$ cat src/rtl/weight_ram_arbiter.sv
// Round-robin arbiter that shares one single-port weight RAM between three engines.
// Supports locked multi-beat ownership with a watchdog and fixed two-cycle read return.
module weight_ram_arbiter #(
  parameter int AWIDTH   = 4,
  parameter int DWIDTH   = 256,
  parameter int MAX_LOCK = 8
) (
  input  logic                  CLK,
  input  logic                  RST,
  input  logic [2:0]            req,
  input  logic [2:0]            lock,
  input  logic [2:0]            we,
  input  logic [3*AWIDTH-1:0]   addr,
  input  logic [3*DWIDTH-1:0]   wdata,
  output logic [2:0]            gnt,
  output logic [2:0]            rvalid,
  output logic [DWIDTH-1:0]     rdata,
  output logic [AWIDTH-1:0]     mem_addr,
  output logic [DWIDTH-1:0]     mem_wdata,
  output logic                  mem_we,
  input  logic [DWIDTH-1:0]     mem_rdata
);

  localparam int CW = $clog2(MAX_LOCK + 1);

  typedef enum logic {ST_IDLE, ST_OWNED} state_t;

  logic [AWIDTH-1:0] addr_a  [3];
  logic [DWIDTH-1:0] wdata_a [3];

  genvar gi;
  generate
    for (gi = 0; gi < 3; gi++) begin : g_port
      assign addr_a[gi]  = addr[gi*AWIDTH +: AWIDTH];
      assign wdata_a[gi] = wdata[gi*DWIDTH +: DWIDTH];
    end
  endgenerate

  state_t            state_q, state_d;
  logic [1:0]        owner_q, owner_d;
  logic [1:0]        rr_ptr_q, rr_ptr_d;
  logic [CW-1:0]     lock_cnt_q, lock_cnt_d;
  logic [2:0]        gnt_q, gnt_d;
  logic [2:0]        rvalid_q, rvalid_d;
  logic [DWIDTH-1:0] rdata_q, rdata_d;
  logic [AWIDTH-1:0] mem_addr_q, mem_addr_d;
  logic [DWIDTH-1:0] mem_wdata_q, mem_wdata_d;
  logic              mem_we_q, mem_we_d;
  // Read tag pipeline: stage 1 follows the transfer edge, stage 2 aligns with RAM output.
  logic              tag1_vld_q, tag1_vld_d;
  logic [1:0]        tag1_idx_q, tag1_idx_d;
  logic              tag2_vld_q, tag2_vld_d;
  logic [1:0]        tag2_idx_q, tag2_idx_d;

  logic              found;
  logic [1:0]        cand;
  logic              release_now;
  logic [CW-1:0]     cnt_inc;

  always_comb begin
    state_d     = state_q;
    owner_d     = owner_q;
    rr_ptr_d    = rr_ptr_q;
    lock_cnt_d  = lock_cnt_q;
    gnt_d       = gnt_q;
    rvalid_d    = 3'b000;
    rdata_d     = rdata_q;
    mem_addr_d  = mem_addr_q;
    mem_wdata_d = mem_wdata_q;
    mem_we_d    = 1'b0;
    tag1_vld_d  = 1'b0;
    tag1_idx_d  = tag1_idx_q;
    tag2_vld_d  = tag1_vld_q;
    tag2_idx_d  = tag1_idx_q;
    found       = 1'b0;
    cand        = 2'd0;
    release_now = 1'b0;
    cnt_inc     = lock_cnt_q + CW'(1);

    if (tag2_vld_q) begin
      rvalid_d = 3'b001 << tag2_idx_q;
      rdata_d  = mem_rdata;
    end

    case (state_q)
      ST_IDLE: begin
        for (int k = 0; k < 3; k++) begin
          if (!found) begin
            cand = (int'(rr_ptr_q) + k >= 3) ? 2'(int'(rr_ptr_q) + k - 3)
                                             : 2'(int'(rr_ptr_q) + k);
            if (req[cand]) begin
              found      = 1'b1;
              owner_d    = cand;
              gnt_d      = 3'b001 << cand;
              lock_cnt_d = '0;
              state_d    = ST_OWNED;
            end
          end
        end
      end
      ST_OWNED: begin
        if (req[owner_q]) begin
          mem_addr_d  = addr_a[owner_q];
          mem_wdata_d = wdata_a[owner_q];
          mem_we_d    = we[owner_q];
          tag1_vld_d  = !we[owner_q];
          tag1_idx_d  = owner_q;
          lock_cnt_d  = cnt_inc;
          release_now = !lock[owner_q] || (cnt_inc == CW'(MAX_LOCK));
        end else begin
          release_now = 1'b1;
        end
        if (release_now) begin
          gnt_d    = 3'b000;
          state_d  = ST_IDLE;
          rr_ptr_d = (owner_q == 2'd2) ? 2'd0 : owner_q + 2'd1;
        end
      end
      default: state_d = ST_IDLE;
    endcase
  end

  always_ff @(posedge CLK) begin
    if (RST) begin
      state_q     <= ST_IDLE;
      owner_q     <= 2'd0;
      rr_ptr_q    <= 2'd0;
      lock_cnt_q  <= '0;
      gnt_q       <= 3'b000;
      rvalid_q    <= 3'b000;
      rdata_q     <= '0;
      mem_addr_q  <= '0;
      mem_wdata_q <= '0;
      mem_we_q    <= 1'b0;
      tag1_vld_q  <= 1'b0;
      tag1_idx_q  <= 2'd0;
      tag2_vld_q  <= 1'b0;
      tag2_idx_q  <= 2'd0;
    end else begin
      state_q     <= state_d;
      owner_q     <= owner_d;
      rr_ptr_q    <= rr_ptr_d;
      lock_cnt_q  <= lock_cnt_d;
      gnt_q       <= gnt_d;
      rvalid_q    <= rvalid_d;
      rdata_q     <= rdata_d;
      mem_addr_q  <= mem_addr_d;
      mem_wdata_q <= mem_wdata_d;
      mem_we_q    <= mem_we_d;
      tag1_vld_q  <= tag1_vld_d;
      tag1_idx_q  <= tag1_idx_d;
      tag2_vld_q  <= tag2_vld_d;
      tag2_idx_q  <= tag2_idx_d;
    end
  end

  assign gnt       = gnt_q;
  assign rvalid    = rvalid_q;
  assign rdata     = rdata_q;
  assign mem_addr  = mem_addr_q;
  assign mem_wdata = mem_wdata_q;
  assign mem_we    = mem_we_q;

endmodule

$ cat config.mk
export PLATFORM = sky130hd
export DESIGN_NAME = weight_ram_arbiter
export DESIGN_NICKNAME = d
export VERILOG_FILES = /design/src/rtl/weight_ram_arbiter.sv
export SDC_FILE = /design/constraint.sdc
export NUM_CORES = 1
export LEC_CHECK = 0
export ABC_AREA = 1
export ABC_CLOCK_PERIOD_IN_PS = 1700
export CAP_MARGIN = 20
export CORE_AREA = 2 2 612 614
export CTS_CLUSTER_DIAMETER = 200
export DETAILED_ROUTE_END_ITERATION = 8
export DIE_AREA = 0 0 614 616
export GPL_TIMING_DRIVEN = 0
export RECOVER_POWER = 100
export SYNTH_ARGS = -nofsm -noshare
export SYNTH_HDL_FRONTEND = slang
export SYNTH_SLANG_ARGS = --single-unit
$ cat constraint.sdc
create_clock -name CLK -period 1.7 [get_ports CLK]
set_input_delay 0.51 -clock CLK [delete_from_list [all_inputs] [get_ports CLK]]
set_output_delay 0.51 -clock CLK [all_outputs]
set_load 0.01 [all_outputs]
Word level (Yosys, flattened, before mapping)
Index checks and enable logic that the tools add are counted.

Bits in registers: 538. Bits of input ports: 1047. Output and inout port bits: 523. Logic and storage cells: 102.

Add/subtract/negate cells: 7. Order comparisons: 8. Equal/unequal tests: 4. Shift-type cells: 4. Muxes and demuxes: 54. Bitwise logic cells: 4. Reduce and logical (&&, ||, !) cells: 7.

Operator list (number): $bmux 256 s2 (1); $mux 256 (2); $mux 4 (8); $mux 1 (18); $mux 2 (9); $mux 3 (6); $bmux 1 s2 (6); $lt 2x3->1 const B (4); $shl 1x2->3 const A (4); $bmux 4 s2 (1); $pmux 4 s2 (1); $ge 3x2->1 const B (2); $pmux 3 s2 (1); $add 4x1->4 const B (1); $eq 4x4->1 const B (1); $ne 2x1->1 const B (2); $reduce_and 2->1 (2); $sub 2x1->2 const B (2); $add 2x1->3 const B (1); $add 2x2->3 const B (1); $ge 3x3->1 const B (1); $not 1->1 (3); $not 2->3 (1); $reduce_or 3->1 (1); other kinds (8) (9).

Depth between registers and ports, before layout
Gate-level depths: netlist of run 1.

Depth in word-level cells: 10. Depth in mapped cells: 13. Gate-level depth less buffers: 13.

Worst setup path after synthesis of run 1
No wires, ideal clock.

Kind: flip-flop to flip-flop. Start: reg rr_ptr_q[0]. End: reg owner_q[0]. Setup time: 0.132 ns. Arrival: 1.596 ns. Data required time: 1.568 ns. Slack: -0.028 ns. Stages on the path, launching flop included: 12. Cells stage by stage: dfxtp_1 inv_1 ha_1 inv_2 nand2_1 nand3_1 nand2_1 nand3_2 nor2_1 nor2_1 nand2_1 a21oi_1.

Word-level cells in the longest chain between the ends: 9.

RTL lines: start: declaration (RTL line 41) `logic [1:0] rr_ptr_q, rr_ptr_d;`; start signal: assignment (RTL line 142) `rr_ptr_q <= rr_ptr_d;`; $add 2x1->3 (tied with other cells) (RTL line 89, 90); $ge 3x2->1 (tied with other cells) (RTL line 89) `cand = (int'(rr_ptr_q) + k >= 3) ? 2'(int'(rr_ptr_q) + k - 3)`; $mux 2 / $bmux 1 s2 (equally long branches) (RTL line 89, 91); $bmux 1 s2 / $mux 1 (equally long branches) (RTL line 91) `if (req[cand]) begin`; $mux 1 (implied by the code) / $mux 2 (equally long branches) (RTL line 91); $mux 2 (tied with other cells) (RTL line 91); $mux 2 / $mux 1 (equally long branches) (RTL line 88) `if (!found) begin`; $mux 2 / $mux 1 (equally long branches) (RTL line 91, 85); $mux 2 (*) (RTL line 88); end signal: assignment (RTL line 141) `owner_q <= owner_d;`; end: declaration (RTL line 40) `logic [1:0] owner_q, owner_d;`.

Every way passes the cells marked *; elsewhere a longest branch is shown, timed or not. The select of a mux whose other input is x is not followed. A chain may end at the register's enable or synchronous reset.

Worst setup path in the final report of run 1
Start: reg owner_q[0]. End: reg mem_wdata_q[137], in the netlist mem_wdata[137].

Word-level cells in the longest chain between the ends: 4.

RTL lines: $not 2->3 (implied by the code) (RTL line 104) `mem_wdata_d = wdata_a[owner_q];`; $bmux 256 s2 (RTL line 104); $mux 256 (implied by the code) (2 in a row) (RTL line 104); end signal: assignment (RTL line 148) `mem_wdata_q <= mem_wdata_d;`; end: declaration (RTL line 47) `logic [DWIDTH-1:0] mem_wdata_q, mem_wdata_d;`.

Several ways; a longest one is shown, not always the timed one. The select of a mux whose other input is x is not followed.

==> qor.csv, run 1 <==
metric,value,unit
crit-path leading delay family,buffers and inverters,
"area leader, netlist",dfxtp_1,
syn_area_per_cell,6.58,um2
setup ws final,-0.307,ns
vias in the first global route,31700,
"Hold Vio Cnt, Final",0,
Pleak,24.1,nW
Num CTS Buffers,78,
CP Data Required Time,2.36,ns
Synth Warn #,0,
Nets,6444,
Worst EP arrival,2.67,ns
share of layout cells above drive strength 1,43.4,%
first-pass GRT wire length,382,mm
gpl congestion,0.995,
pre-CTS setup slack,-2.35,ns
worst path buffer plus inverter count,5,
"count leader, synth",nor2_1,
clock buffer depth,4,
gr busiest metal,met2,
Slew Limit Fails,0,
syn_nets,4595,
total gr overflow,0,
CP startpoint kind,flip-flop,
Area growth syn-to-layout,156,%
post-synth top area share,46.2,%
Sum Neg Setup Slack,-62.00,ns
sequential area share after synthesis,46.2,%
CP max stage delay,0.38,ns
register bit total from synthesis,538,
Max H-tree Level,3,
worst hold margin,0.275,ns
GRT met1 Usage,17.4,%
I/O pins,1570,
CP most frequent cell,buf_12,
number of flops mapped to enable cells by yosys,0,
clk_skew,0.0845,ns
Worst VDD drop,0.000756,V
Routed Antenna Nets,0,
largest cells by area after synthesis,"dfxtp_1 (46%), nor2_1 (17%), nand2_1 (13%), o21ai_0 (7.9%), nand3_1 (6.2%)",
switching share of total power,43.9,%
root buffer cell,clkbuf_16,
"Slowest-stage cell, CP",dfxtp_4,
Critical Path Fanout Max,11,
met3 Track Usage GR,4.80,%
failing checks,negative setup slack,
CP Depth,10,
core area,0.371,mm2
clk slew on worst S/H paths,0.06,ns
actual slew at the worst max-slew pin,0.764,ns
fraction of registers with async set/reset,0,%
Setup CP Type,reg2reg,
Max Freq,0.498,GHz
Die Width,614,um
row cnt,224,
vias per inst,3.28,
"Critical Path, Cell by Cell",inv_4 -> nor2_4 -> buf_12 -> buf_12 -> buf_12 -> buf_6 -> nand2_1 -> nand3_1 -> o21ai_2 -> nor2_1,
Mapped Cells,3543,
unrepaired setup endpoints after global routing,yes,
Netlist cell types,23,
Logic pwr share,57.6,%
Placed Area,0.0454,mm2
fin util,16.0,%
detailed placement HPWL,274,mm
setup violators final,740,
period utilisation layout,118,%
GRT Util Overall,16.0,%
total number of vias,34500,
Final Cell Area,0.0596,mm2
status,"finished, violations left",
hold path cells,3,
Worst setup EP type,flip-flop,
IO Port Bufs,1569,
PwrDens,1410,mW/mm2
final WL,323,mm
Netlist Area Pre-Place,0.0233,mm2
total iterations of the first detailed-routing run,5,
Worst Reg2Reg Path Length in Cells,10,
DR WL/cell,30.7,um
DRC viols,0,
P_sw,36.8,mW
largest net degree at the start of global routing,13,
die area,0.378,mm2
max-cap viol count,0,
layout filler cell count,41900,
Slew headroom,49.1,%
initial core utilization,6.28,%
CTS tree,yes,
HP Class,in2reg,
Iteration-0 DRC Markers,2735,
ys flop type,dfxtp_1,
Int Pwr,47.1,mW
Skew-Pair Late Insertion Delay,0.80,ns
hold-fix buffers at CTS,0,
Seq pwr share,21.1,%
Clock Power Share,21.3,%
Post-synth top cells,"nor2_1 (1048), nand2_1 (834), dfxtp_1 (538)",
antenna violations before repair,227,
die extent in y,616,um
Tmin final,2.01,ns
Global Route met2 Usage,28.0,%
clk sinks,538,
==> worst min-delay path: stages <==
cell and delay (ns):
clkdlybuf4s50_1 0.40, nor2_1 0.10, nor2_1 0.05
==> routing by layer <==
| metal | routed length, um | share of wire (%) |
|---|---|---|
| met5 | 596 | 0.18 |
| met4 | 19200 | 5.9 |
| met3 | 29200 | 9.1 |
| met2 | 159000 | 49 |
| met1 | 115000 | 36 |
==> registers in the layout, summed over array words and instances (netlist names) <==
register	cells
gnt	3
lock_cnt_q	4
mem_addr	4
mem_wdata	256
mem_we	1
owner_q	2
rdata	256
rr_ptr_q	2
rvalid	3
state_q	1
tag1_idx_q	2
tag1_vld_q	1
tag2_idx_q	2
tag2_vld_q	1
==> placed cells by master, fill, tap and decap left out, types with 9 or more instances in the layout <==
cell type | netlist | layout
dfxtp_2 | 0 | 474
nand2_2 | 1 | 110
diode_2 | 0 | 89
buf_6 | 0 | 549
clkbuf_8 | 0 | 17
nor2_1 | 1048 | 947
buf_8 | 0 | 62
clkinv_2 | 0 | 10
o21ai_4 | 0 | 73
nand3_2 | 1 | 63
clkbuf_2 | 0 | 67
o21ai_2 | 1 | 131
buf_16 | 0 | 28
nand3_1 | 287 | 118
inv_1 | 18 | 13
buf_2 | 98 | 20
nor2_4 | 0 | 33
o21ai_1 | 155 | 50
nand2_1 | 834 | 584
clkdlybuf4s50_1 | 0 | 1045
nand3_4 | 0 | 107
dfxtp_1 | 538 | 14
nor2_2 | 0 | 68
nand2_8 | 0 | 18
o21ai_0 | 368 | 270
clkbuf_1 | 138 | 22
dfxtp_4 | 0 | 50
clkbuf_16 | 0 | 105
bufinv_16 | 0 | 11
a21oi_1 | 11 | 9
buf_4 | 10 | 85
nand2_4 | 0 | 124
buf_12 | 0 | 108
clkbuf_4 | 0 | 20
==> final cells by class <==
class,instances,area [um2],share of cell area (%)
antenna,89,223,0.374
buffer,250,2710,4.54
clock buffer,102,2150,3.61
clock inverter,33,512,0.859
inverter,24,126,0.212
multi-input combinational,2722,16200,27.3
sequential,538,11600,19.4
tap,4972,6220,10.4
timing repair buffer,1778,19900,33.3
==> cells by family (layout without fill, tap and decap cells) <==
logic type	count (synthesis)	after routing	share of synthesized area [%]
DFF	538	538	46.2
other	0	89	0
AOI/OAI and AO/OA	536	536	11.5
and+or+nand+nor	2178	2179	36.7
buffers and inverters	284	2187	5.26
xor gates and xnor gates	2	2	0.0751
adders and majority gates	5	5	0.268
==> final timing paths <==
path | from | end | slack [ns]
hold / removal | mem_rdata[23] | rdata[23]$_SDFFE_PP0P_ | 0.27
setup / recovery | owner_q[0]$_SDFFE_PP0N_ | mem_wdata[137]$_SDFFE_PP0P_ | -0.31
setup reg to reg | owner_q[0]$_SDFFE_PP0N_ | mem_wdata[137]$_SDFFE_PP0P_ | -0.31
hold reg to reg | tag2_idx_q[1]$_SDFF_PP0_ | rvalid[0]$_SDFF_PP0_ | 0.41
==> repair_timing <==
| action | in CTS | in global routing |
|---|---|---|
| pin swaps | 136 | 287 |
| endpoints found under the hold margin | 0 | 0 |
| gates resized for setup | 1914 | 3698 |
| gates cloned | 22 | 27 |
| setup buffers | 70 | 95 |
| endpoints found under the setup margin | 1058 | 945 |
==> power groups by stage <==
| stage | Combinational [mW] | Clock [mW] | Sequential [mW] |
|---|---|---|---|
| finish | 48.3 | 17.8 | 17.7 |
| global route | 50.5 | 18.7 | 17.9 |
| CTS | 38.7 | 18.4 | 16.5 |
| detailed placement | 31.5 | 0 | 16.7 |
| global placement | 31.6 | 0 | 16.6 |
| floorplan | 10.4 | 0 | 17.5 |
==> per-stage QoR <==
step / instances / total power, mW
floorplan: 3543 / 27.8
global placement: 10100 / 48.2
detailed placement: 10100 / 48.2
CTS: 10300 / 73.6
global route: 10500 / 87.1
finish: 10500 / 83.8
Power figures use the tool's default switching activity.
==> inputs of run 2 (changes only) <==
--- a/config.mk
+++ b/config.mk
@@ -8,10 +8,10 @@
 export ABC_AREA = 1
 export ABC_CLOCK_PERIOD_IN_PS = 1700
 export CAP_MARGIN = 20
-export CORE_AREA = 2 2 612 614
+export CORE_AREA = 10 10 602 604
 export CTS_CLUSTER_DIAMETER = 200
 export DETAILED_ROUTE_END_ITERATION = 8
-export DIE_AREA = 0 0 614 616
+export DIE_AREA = 0 0 612 614
 export GPL_TIMING_DRIVEN = 0
 export RECOVER_POWER = 100
 export SYNTH_ARGS = -nofsm -noshare
==> run 2 against run 1 <==
  * The flow still finishes with violations (negative setup slack)
  * Sequential power shrank 6%
  * Routed wire length shrank 1.7%
  * Utilization shrank 1.5 points
  * First-iteration DRC count grew 9.4%
  * Clock skew shrank 0.019 ns
  * Via count shrank 1.6%
  * Count of clock-buffer cells in the layout grew 5
  * Largest cell class unchanged
  * Largest power group unchanged
==> qor.csv, run 2 (same netlist as run 1, synthesis figures left out) <==
metric,value,unit,change
Placed Area,0.0450,mm2,was 0.0454 mm2
Worst setup EP type,flip-flop,,unchanged
Skew-Pair Late Insertion Delay,0.80,ns,about the same
worst r2r src,owner_q[0]$_SDFFE_PP0N_,,unchanged
Layout Cells excl Fill,10100,,was 10500
Slew headroom,55.5,%,was 49.1%
flop-to-flop setup slack,-0.24,ns,was -0.31 ns
hold path start,mem_rdata[139],,was mem_rdata[23]
worst path buffer plus inverter count,3,,was 5
period utilisation layout,114,%,was 118%
DP Cell Count,9743,,was 10100
worst reg2reg endpoint,mem_wdata[193]$_SDFFE_PP0P_,,was mem_wdata[137]$_SDFFE_PP0P_
DRC viols,0,,unchanged
total gr overflow,0,,unchanged
unrepaired setup endpoints after global routing,yes,,unchanged
vias in the first global route,31500,,was 31700
status,"finished, violations left",,unchanged
Area growth syn-to-layout,119,%,was 156%
most frequent cells in the layout,"clkdlybuf4s50_1 (1046), nor2_1 (1025), nand2_1 (710)",,"was clkdlybuf4s50_1 (1045), nor2_1 (947), nand2_1 (584)"
"Slowest-stage cell, CP",dfxtp_4,,unchanged
hold path cells,3,,unchanged
final WL,317,mm,was 323 mm
clk slew on worst S/H paths,0.07,ns,was 0.06 ns
Num CTS Buffers,78,,unchanged
CTS tree,yes,,unchanged
Iteration-0 DRC Markers,2992,,was 2735
Worst EP arrival,2.58,ns,was 2.67 ns
initial core utilization,6.65,%,was 6.28%
Worst Reg2Reg Path Length in Cells,8,,was 10
Hold Path End,rdata[139]$_SDFFE_PP0P_,,was rdata[23]$_SDFFE_PP0P_
detailed placement HPWL,277,mm,was 274 mm
setup violators final,837,,was 740
fin util,14.6,%,was 16.0%
"Critical Path, Cell by Cell",nor2_4 -> buf_6 -> buf_16 -> buf_12 -> nand2_1 -> nand3_4 -> o21ai_2 -> nor2_1,,was inv_4 -> nor2_4 -> buf_12 -> buf_12 -> buf_12 -> buf_6 -> nand2_1 -> nand3_1 -> o21ai_2 -> nor2_1
failing checks,negative setup slack,,unchanged
Worst VDD drop,0.000756,V,about the same
core area,0.351,mm2,was 0.371 mm2
row cnt,218,,was 224
DR WL/cell,31.5,um,was 30.7 um
total iterations of the first detailed-routing run,7,,was 5
total number of vias,34000,,was 34500
crit-path leading delay family,simple AND/OR/NAND/NOR gates,,was buffers and inverters
root buffer cell,clkbuf_16,,unchanged
Setup CP Type,reg2reg,,unchanged
first-pass GRT wire length,378,mm,was 382 mm
Final Cell Area,0.0511,mm2,was 0.0596 mm2
actual slew at the worst max-slew pin,0.667,ns,was 0.764 ns
die extent in y,614,um,was 616 um
GRT Util Overall,15.7,%,was 16.0%
HP Class,in2reg,,unchanged
Nets,6332,,was 6444
"most common cell after layout, fill and taps aside",clkdlybuf4s50_1,,unchanged
Slew Limit Fails,0,,unchanged
vias per inst,3.38,,was 3.28
Die Width,612,um,was 614 um
I/O pins,1570,,unchanged
setup ws final,-0.238,ns,was -0.307 ns
Max H-tree Level,3,,unchanged
Routed Antenna Nets,0,,unchanged
CP max stage delay,0.40,ns,was 0.38 ns
gpl congestion,1.00,,was 0.995
clk_skew,0.0651,ns,was 0.0845 ns
Pleak,20.9,nW,was 24.1 nW
CP startpoint kind,flip-flop,,unchanged
clk sinks,538,,unchanged
Critical Path Fanout Max,10,,was 11
PwrDens,1410,mW/mm2,about the same
max-cap viol count,0,,unchanged
largest net degree at the start of global routing,13,,unchanged
antenna violations before repair,218,,was 227
die area,0.376,mm2,was 0.378 mm2
Max Freq,0.516,GHz,was 0.498 GHz
"Hold Vio Cnt, Final",0,,unchanged
hold-fix buffers at CTS,0,,unchanged
CP Data Required Time,2.35,ns,was 2.36 ns
Tmin final,1.94,ns,was 2.01 ns
share of layout cells above drive strength 1,26.6,%,was 43.4%
IO Port Bufs,1569,,unchanged
clock buffer depth,4,,unchanged
overall power,71.9,mW,was 83.8 mW
==> run 2: cell count changes in the layout (fill, tap and decap cells not counted), moves of 53 or more <==
cell     before   now
nor2_2       68    15
buf_2        20   375
o21ai_2     131    62
nor2_1      947  1025
buf_12      108    46
nand2_4     124    38
nand3_1     118   195
dfxtp_1      14   411
o21ai_1      50   144
buf_6       549   107
nand2_1     584   710
dfxtp_2     474   114
==> run 2: how the worst max path moves through the flow <==
stage / start / endpoint / cells past startpoint
2_1_floorplan: rr_ptr_q[0]$_SDFFE_PP0P_ / owner_q[0]$_SDFFE_PP0N_ / 11
4_1_cts: rdata[9]$_SDFFE_PP0P_ / rdata[9] / 1
5_1_grt: owner_q[1]$_SDFFE_PP0N_ / mem_wdata[253]$_SDFFE_PP0P_ / 10
3_5_place_dp: RST / mem_wdata[104]$_SDFFE_PP0P_ / 6
6_report: owner_q[0]$_SDFFE_PP0N_ / mem_wdata[193]$_SDFFE_PP0P_ / 8
3_3_place_gp: RST / rdata[121]$_SDFFE_PP0P_ / 6
==> run 2: timing repair <==
item	CTS	global route
cloned	6	13
buffers inserted	36	33
pin swaps	35	88
endpoints found under the setup margin	1058	1032
gates resized for setup	2876	675
==> run 2: report_power, final <==
part / switching [mW] / total [mW] / leakage [nW] / internal, mW
combinational: 23.9 / 37.9 / 15.1 / 14.1
sequential: 1.54 / 16.7 / 4.44 / 15.1
clock: 7.04 / 17.3 / 1.28 / 10.3
total: 32.4 / 71.9 / 20.9 / 39.5
==> run 2: layout make-up <==
class / count / area [um2]
Clock buffer: 107 / 2270
Sequential cell: 538 / 11000
Timing Repair Buffer: 1663 / 15600
Clock inverter: 29 / 332
Tap cell: 4620 / 5780
Fill cell: 40300 / 300000
Multi-Input combinational cell: 2722 / 13600
Buffer: 253 / 2250
Antenna cell: 104 / 260
Inverter: 24 / 131
==> run 2: routing by layer <==
metal	GRT usage, %	share of wire [%]
met4	6.68	5.0
met5	0	0.18
met2	28.1	50
met3	5.54	9.7
met1	16.7	35
==> run 2: tightest hold or removal path, stage by stage <==
cell and delay, ns:
clkdlybuf4s50_1 0.40, nor2_1 0.10, nor2_1 0.05
==> run 2: per-stage QoR <==
step	hold WS [ns]	setup TNS, ns	worst slack (ns)
after floorplan	0.388	0	0.0163
after global placement	0.404	-950.18	-2.56
after detailed placement	0.400	-800.41	-2.48
after CTS	0.166	-144.97	-0.240
after global routing	0.245	-129.53	-0.228
final	0.286	-63.47	-0.238
